## src/rtl/pipe_pkg.sv

```systemverilog
// Shared encodings and helpers for the pipeline stall controller.
// Holds the Tuse/Tnew encodings, the default multiply/divide latencies and the busy-tracker state type.
package pipe_pkg;

    typedef logic [1:0] tcode_t;

    localparam tcode_t T_ZERO = 2'd0;
    localparam tcode_t T_ONE  = 2'd1;
    localparam tcode_t T_TWO  = 2'd2;
    localparam tcode_t T_NONE = 2'd3;

    localparam int MULT_LAT_DFLT = 5;
    localparam int DIV_LAT_DFLT  = 10;

    typedef enum logic {
        IDLE = 1'b0,
        BUSY = 1'b1
    } md_state_t;

    // Counter width able to hold the largest reload value (LAT-1).
    function automatic int lat_width(input int lat_a, input int lat_b);
        int lat_max;
        lat_max = (lat_a > lat_b) ? lat_a : lat_b;
        return (lat_max <= 2) ? 1 : $clog2(lat_max);
    endfunction

    // A producer blocks a source only when it writes a real register
    // that the consumer needs before the result can be forwarded.
    function automatic logic src_hazard(input logic [4:0] a3,
                                        input logic [4:0] src,
                                        input tcode_t     tuse,
                                        input tcode_t     tnew);
        return (a3 != 5'd0) && (a3 == src) && (tuse < tnew);
    endfunction

endpackage

```

## src/rtl/hazard_stall_ctrl_if.sv

```systemverilog
// Pipeline-side bundle for the stall controller: decode/execute/memory hazard
// fields and multiply/divide issue on the way in, stall and HI/LO status on the way out.
interface hazard_stall_ctrl_if #(
    parameter int CNT_W = 32
);
    import pipe_pkg::*;

    logic [4:0]       D_rs;
    logic [4:0]       D_rt;
    tcode_t           D_tuse_rs;
    tcode_t           D_tuse_rt;
    logic             D_is_md;
    logic [4:0]       E_A3;
    tcode_t           E_tnew;
    logic [4:0]       M_A3;
    tcode_t           M_tnew;
    logic             E_md_start;
    logic             E_md_div;
    logic             stall;
    logic             md_busy;
    logic             md_done;
    logic             md_err;
    logic [CNT_W-1:0] stall_cnt;

    modport master (
        output D_rs, D_rt, D_tuse_rs, D_tuse_rt, D_is_md,
        output E_A3, E_tnew, M_A3, M_tnew, E_md_start, E_md_div,
        input  stall, md_busy, md_done, md_err, stall_cnt
    );

    modport slave (
        input  D_rs, D_rt, D_tuse_rs, D_tuse_rt, D_is_md,
        input  E_A3, E_tnew, M_A3, M_tnew, E_md_start, E_md_div,
        output stall, md_busy, md_done, md_err, stall_cnt
    );

endinterface

```

## src/rtl/md_busy_tracker.sv

```systemverilog
// Tracks the sequential HI/LO unit: how long it stays busy after a mult/div issue,
// the pulse in its last busy cycle, and a sticky flag for starts that arrive too early.
module md_busy_tracker
    import pipe_pkg::*;
#(
    parameter int MULT_LAT = MULT_LAT_DFLT,
    parameter int DIV_LAT  = DIV_LAT_DFLT
) (
    input  logic clk,
    input  logic reset,
    input  logic start,
    input  logic div,
    output logic busy,
    output logic done,
    output logic err
);

    localparam int CW = lat_width(MULT_LAT, DIV_LAT);
    localparam logic [CW-1:0] MULT_LOAD = CW'(MULT_LAT - 1);
    localparam logic [CW-1:0] DIV_LOAD  = CW'(DIV_LAT - 1);

    md_state_t     state;
    md_state_t     state_nxt;
    logic [CW-1:0] cnt;
    logic [CW-1:0] cnt_nxt;
    logic [CW-1:0] load;
    logic          err_nxt;

    assign load = div ? DIV_LOAD : MULT_LOAD;

    always_comb begin
        state_nxt = state;
        cnt_nxt   = cnt;
        err_nxt   = err;
        case (state)
            IDLE: begin
                if (start) begin
                    state_nxt = BUSY;
                    cnt_nxt   = load;
                end
            end
            BUSY: begin
                if (cnt != '0) begin
                    cnt_nxt = cnt - CW'(1);
                    if (start) begin
                        err_nxt = 1'b1;
                    end
                end else if (start) begin
                    // Final busy cycle can accept the next op back-to-back.
                    cnt_nxt = load;
                end else begin
                    state_nxt = IDLE;
                end
            end
            default: begin
                state_nxt = IDLE;
                cnt_nxt   = '0;
            end
        endcase
    end

    // busy/done are registered from the next state so they line up with state.
    always_ff @(posedge clk) begin
        if (!reset) begin
            state <= IDLE;
            cnt   <= '0;
            busy  <= 1'b0;
            done  <= 1'b0;
            err   <= 1'b0;
        end else begin
            state <= state_nxt;
            cnt   <= cnt_nxt;
            busy  <= (state_nxt == BUSY);
            done  <= (state_nxt == BUSY) && (cnt_nxt == '0);
            err   <= err_nxt;
        end
    end

endmodule

```

## src/rtl/hazard_stall_ctrl.sv

```systemverilog
// Central stall controller beside the D/E register: Tuse/Tnew hazard checks against E and M,
// HI/LO busy interlock, and a free-running count of stalled cycles.
module hazard_stall_ctrl
    import pipe_pkg::*;
#(
    parameter int MULT_LAT = MULT_LAT_DFLT,
    parameter int DIV_LAT  = DIV_LAT_DFLT,
    parameter int CNT_W    = 32
) (
    input  logic                clk,
    input  logic                reset,
    hazard_stall_ctrl_if.slave  bus
);

    logic data_stall;
    logic md_stall;
    logic stall_now;

    always_comb begin
        data_stall = src_hazard(bus.E_A3, bus.D_rs, bus.D_tuse_rs, bus.E_tnew)
                   | src_hazard(bus.E_A3, bus.D_rt, bus.D_tuse_rt, bus.E_tnew)
                   | src_hazard(bus.M_A3, bus.D_rs, bus.D_tuse_rs, bus.M_tnew)
                   | src_hazard(bus.M_A3, bus.D_rt, bus.D_tuse_rt, bus.M_tnew);
    end

    // An op entering E this cycle already occupies the unit for the one in D.
    assign md_stall  = bus.D_is_md & (bus.md_busy | bus.E_md_start);
    assign stall_now = data_stall | md_stall;
    assign bus.stall = stall_now;

    md_busy_tracker #(
        .MULT_LAT (MULT_LAT),
        .DIV_LAT  (DIV_LAT)
    ) u_md_busy_tracker (
        .clk   (clk),
        .reset (reset),
        .start (bus.E_md_start),
        .div   (bus.E_md_div),
        .busy  (bus.md_busy),
        .done  (bus.md_done),
        .err   (bus.md_err)
    );

    always_ff @(posedge clk) begin
        if (!reset) begin
            bus.stall_cnt <= '0;
        end else if (stall_now) begin
            bus.stall_cnt <= bus.stall_cnt + CNT_W'(1);
        end
    end

endmodule

```

## src/flat_wrapper.sv

```systemverilog
// flat-port wrapper written by rule: the top's interface ports become plain ports
module hazard_stall_ctrl_flat import pipe_pkg::*;
#(
    parameter int MULT_LAT = MULT_LAT_DFLT,
    parameter int DIV_LAT  = DIV_LAT_DFLT,
    parameter int CNT_W    = 32
)
  (clk, reset, bus_D_rs, bus_D_rt, bus_D_tuse_rs, bus_D_tuse_rt, bus_D_is_md, bus_E_A3, bus_E_tnew, bus_M_A3, bus_M_tnew, bus_E_md_start, bus_E_md_div, bus_stall, bus_md_busy, bus_md_done, bus_md_err, bus_stall_cnt);
  hazard_stall_ctrl_if #(.CNT_W(CNT_W)) bus_i ();
  input  logic clk;
  input  logic reset;
  input wire logic [$bits(bus_i.D_rs)-1:0] bus_D_rs;
  input wire logic [$bits(bus_i.D_rt)-1:0] bus_D_rt;
  input wire logic [$bits(bus_i.D_tuse_rs)-1:0] bus_D_tuse_rs;
  input wire logic [$bits(bus_i.D_tuse_rt)-1:0] bus_D_tuse_rt;
  input wire logic [$bits(bus_i.D_is_md)-1:0] bus_D_is_md;
  input wire logic [$bits(bus_i.E_A3)-1:0] bus_E_A3;
  input wire logic [$bits(bus_i.E_tnew)-1:0] bus_E_tnew;
  input wire logic [$bits(bus_i.M_A3)-1:0] bus_M_A3;
  input wire logic [$bits(bus_i.M_tnew)-1:0] bus_M_tnew;
  input wire logic [$bits(bus_i.E_md_start)-1:0] bus_E_md_start;
  input wire logic [$bits(bus_i.E_md_div)-1:0] bus_E_md_div;
  output wire logic [$bits(bus_i.stall)-1:0] bus_stall;
  output wire logic [$bits(bus_i.md_busy)-1:0] bus_md_busy;
  output wire logic [$bits(bus_i.md_done)-1:0] bus_md_done;
  output wire logic [$bits(bus_i.md_err)-1:0] bus_md_err;
  output wire logic [$bits(bus_i.stall_cnt)-1:0] bus_stall_cnt;
  assign bus_i.D_rs = bus_D_rs;
  assign bus_i.D_rt = bus_D_rt;
  assign bus_i.D_tuse_rs = bus_D_tuse_rs;
  assign bus_i.D_tuse_rt = bus_D_tuse_rt;
  assign bus_i.D_is_md = bus_D_is_md;
  assign bus_i.E_A3 = bus_E_A3;
  assign bus_i.E_tnew = bus_E_tnew;
  assign bus_i.M_A3 = bus_M_A3;
  assign bus_i.M_tnew = bus_M_tnew;
  assign bus_i.E_md_start = bus_E_md_start;
  assign bus_i.E_md_div = bus_E_md_div;
  assign bus_stall = bus_i.stall;
  assign bus_md_busy = bus_i.md_busy;
  assign bus_md_done = bus_i.md_done;
  assign bus_md_err = bus_i.md_err;
  assign bus_stall_cnt = bus_i.stall_cnt;
  hazard_stall_ctrl #(.MULT_LAT(MULT_LAT), .DIV_LAT(DIV_LAT), .CNT_W(CNT_W)) u_core (.clk(clk), .reset(reset), .bus(bus_i));
endmodule
```

## config.mk

```make
export PLATFORM = sky130hd
export DESIGN_NAME = hazard_stall_ctrl_flat
export DESIGN_NICKNAME = d
export VERILOG_FILES = /design/src/rtl/pipe_pkg.sv /design/src/rtl/hazard_stall_ctrl_if.sv /design/src/rtl/md_busy_tracker.sv /design/src/rtl/hazard_stall_ctrl.sv /design/src/flat_wrapper.sv
export SDC_FILE = /design/constraint.sdc
export NUM_CORES = 1
export LEC_CHECK = 0
export CAP_MARGIN = 20
export CELL_PAD_IN_SITES_DETAIL_PLACEMENT = 1
export CELL_PAD_IN_SITES_GLOBAL_PLACEMENT = 1
export CORE_AREA = 2 2 51 101
export DETAILED_ROUTE_END_ITERATION = 8
export DIE_AREA = 0 0 53 103
export DONT_BUFFER_PORTS = 1
export PLACE_DENSITY = 0.9
export SLEW_MARGIN = 20
export SYNTH_ARGS = -nofsm -noshare
export SYNTH_HDL_FRONTEND = slang
export SYNTH_SLANG_ARGS = --single-unit
```

## constraint.sdc

```tcl
create_clock -name clk -period 7.3 [get_ports clk]
set_clock_uncertainty 0.05 [all_clocks]
set_input_delay 0.73 -clock clk [delete_from_list [all_inputs] [get_ports clk]]
set_output_delay 0.73 -clock clk [all_outputs]
set_load 0.02 [all_outputs]
```

==> flow_metrics.py <==
metrics = {
    "timing": {
        "fin_setup_tns_ns": 0,
        "holdWs_ns": 0.478,
        "setup_viol": 0,
        "rsz0062_at_grt": "false",
        "worst_pin_slew_ns": 0.940,
        "clock.fmax_ghz": 0.313,
        "fin_crit_ns": 3.20,
        "maxSlewViolCount": 0,
        "fin_crit_sh_pct": 43.8,
        "finalHoldViolCount": 0,
        "relSlewSlack_pct": 37.0,
    },
    "die": {
        "die_width_um": 53,
        "initial_core_util_pct": 47.4,
        "rows": 36,
        "ios": 69,
        "design.core.area_mm2": 0.00473,
        "die_area_mm2": 0.00546,
        "fp.dieH_um": 103,
    },
    "clocking": {
        "cts.repair.resized": 0,
        "cts_made_buffers": 5,
        "clk_pin_slew_ns": 0.08,
        "htreeDepth": 2,
        "hold_buffers": 0,
        "cts_sinks": 39,
        "cts_tree": "done",
        "cts_setup_buffers": 0,
        "root_buffer": "clkbuf_8",
        "insertion_delay_ns": 0.30,
        "clockBufferDepth": 2,
    },
    "layout": {
        "multi_input_area_mm2": 0.00137,
        "drive_gt1_share_pct": 9.71,
        "n_fill_cell": 601,
        "regArea_um2": 781,
        "insertedDiodeCount": 0,
        "final_common_cell": "dfxtp_1",
        "final_cell_mix": "dfxtp_1, a21oi_1, o21ai_0",
        "nets": 316,
        "synthToLayoutAreaGrowth_pct": 8.65,
    },
    "grt": {
        "grt_usage_pct": 24.1,
        "grt_pass1_wl_um": 9940,
        "grt_pass1_vias": 2174,
        "antenna_found_initial": 0,
        "grt_overflow_total": 0,
        "grt_max_degree": 35,
    },
    "critical_path": {
        "path_buf_inv": 2,
        "cp_common_cell": "inv_1",
        "ff2ff_setup_slack_ns": 4.43,
        "end_kind": "primary output",
        "path_cells": "inv_1, ha_1, a2111oi_0, nand4_1, a21oi_1, nor3_1, inv_1",
        "worst-setup-path-type": "input port to primary output",
        "critPathSlowestCell": "a21oi_1",
        "setup.worst_path.start_class": "input port",
        "critPathTopFamily": "compound AO/OA/AOI/OAI gates",
        "worstRegToRegCells": 7,
        "critPathRequiredTime_ns": 6.52,
        "cp_num_cells": 7,
        "worstPathArrival_ns": 2.42,
        "cp_max_fo": 5,
        "slowest_delay_ns": 0.41,
    },
    "pwr": {
        "p_per_area_mw_per_mm2": 201,
        "leakagePower_nw": 0.779,
        "worst_ir_drop_vdd_mv": 0.150,
    },
    "route": {
        "num_vias": 2084,
        "drt_first_pass_iters": 4,
        "via_per_inst": 6.22,
        "drc": 0,
        "avgRoutedWirePerCell_um": 18.4,
        "drtIter0Drc": 57,
        "wirelength_um": 6160,
        "ant_nets": 0,
    },
    "min_path": {
        "whs_path_depth": 1,
        "hold_path.class": "flip-flop to flip-flop",
    },
    "synthesis": {
        "ys_warn_count": 0,
        "synth_adder_area_share_pct": 3.35,
        "yosysSeqAreaShare_pct": 34.8,
        "synth_top_family_by_area": "simple AND/OR/NAND/NOR gates",
        "ys_top_cells_by_area": "dfxtp_1, a21oi_1, xor2_1",
        "syn_area_mm2": 0.00224,
        "synth_top_area_share_pct": 34.8,
        "synthMuxAreaShare_pct": 1.34,
        "synth_nets": 318,
        "async_flop_share_pct": 0,
        "synthSimpleGateAreaFrac_pct": 26.5,
        "yosys.area.top_type": "dfxtp_1",
        "synth_cells": 279,
        "synth_top_flop_cell": "dfxtp_1",
        "yosys_register_bits": 39,
        "synth_edf_count": 0,
        "synthXorXnorAreaFrac_pct": 9.38,
        "synth_compound_area_share_pct": 19.8,
        "syn_area_per_cell_um2": 8.04,
        "synth_cell_type_count": 42,
    },
    "placed_design": {
        "port_buffers": 0,
        "hpwl_um": 4450,
        "gp_congestion": 0.943,
    },
    "flow_run": {
        "maxCapViolations": 0,
    },
    "outcome": {
        "status": "completed",
    },
}
[final timing paths]
kind | from | end
worst min register to register | u_core.u_md_busy_tracker.cnt[0] | u_core.u_md_busy_tracker.cnt[0]
worst max register to register | u_core.bus.stall_cnt[11] | u_core.bus.stall_cnt[31]
worst max-delay path | bus_M_tnew[1] | bus_stall
worst min-delay path | u_core.u_md_busy_tracker.cnt[0] | u_core.u_md_busy_tracker.cnt[0]
[layer usage]
metal,up-vias,track usage (%),part of all wire [%]
met5,-,0,0
met4,0,10.3,2.3
met3,12,7.25,5.2
met2,55,40.8,51
met1,1005,27.4,41
li1,1012,-,-
[area by class of cell]
type | count | area share (%)
inverter | 18 | 2.77
tap | 57 | 2.93
sequential | 39 | 32.0
clock inverter | 3 | 2.77
timing repair buffer | 2 | 0.616
clock buffer | 5 | 2.82
multi-input combinational | 211 | 56.0
[synthesized netlist by cell type (all sizes together) (2+ instances only)]
master,n
nor4,4
o311ai,3
clkbuf,11
dfxtp,39
xor2,16
ha,6
nor2,17
or3,20
or4,11
a211oi,2
o211ai,2
nor3,5
mux2i,3
nand2,17
a21oi,30
and4,3
nand3,9
o21a,3
inv,17
o31ai,9
nand4,5
nor2b,3
xnor2,8
or2,2
o21ai,23
nand2b,3
[power by group]
| part | internal, mW | total [mW] | switching (mW) |
|---|---|---|---|
| Clock | 0.136 | 0.221 | 0.0846 |
| Combinational | 0.0183 | 0.0432 | 0.0249 |
| Sequential | 0.217 | 0.226 | 0.00864 |
| Total | 0.372 | 0.490 | 0.118 |
[through the flow]
stage                     std cells  util [%]  power, mW  instance area, um^2  worst slack (ns)
after floorplan                 279         -      0.264                 2240              4.35
after global placement          327      48.6      0.269                 2300              4.03
after detailed placement        327      48.6      0.273                 2300              3.96
after CTS                       335      51.5      0.494                 2440              4.09
after global routing            335      51.5      0.508                 2440              3.88
final                           335      51.5      0.490                 2440              4.10
[cells by family (layout without fill, tap and decap cells)]
kind of cell | count (synthesis) | in the layout
flops | 39 | 39
compound gates | 76 | 76
mux | 3 | 3
xor+xnor | 24 | 24
fa+ha+maj | 6 | 6
simple gates | 102 | 102
buf+inv | 29 | 28
[registers in the layout, indices dropped and copies added (netlist names)]
register and flops:
u_core.u_md_busy_tracker.done 1, u_core.u_md_busy_tracker.err 1, u_core.bus.stall_cnt 32, u_core.u_md_busy_tracker.state 1, u_core.u_md_busy_tracker.cnt 4
Power figures use the tool's default switching activity.
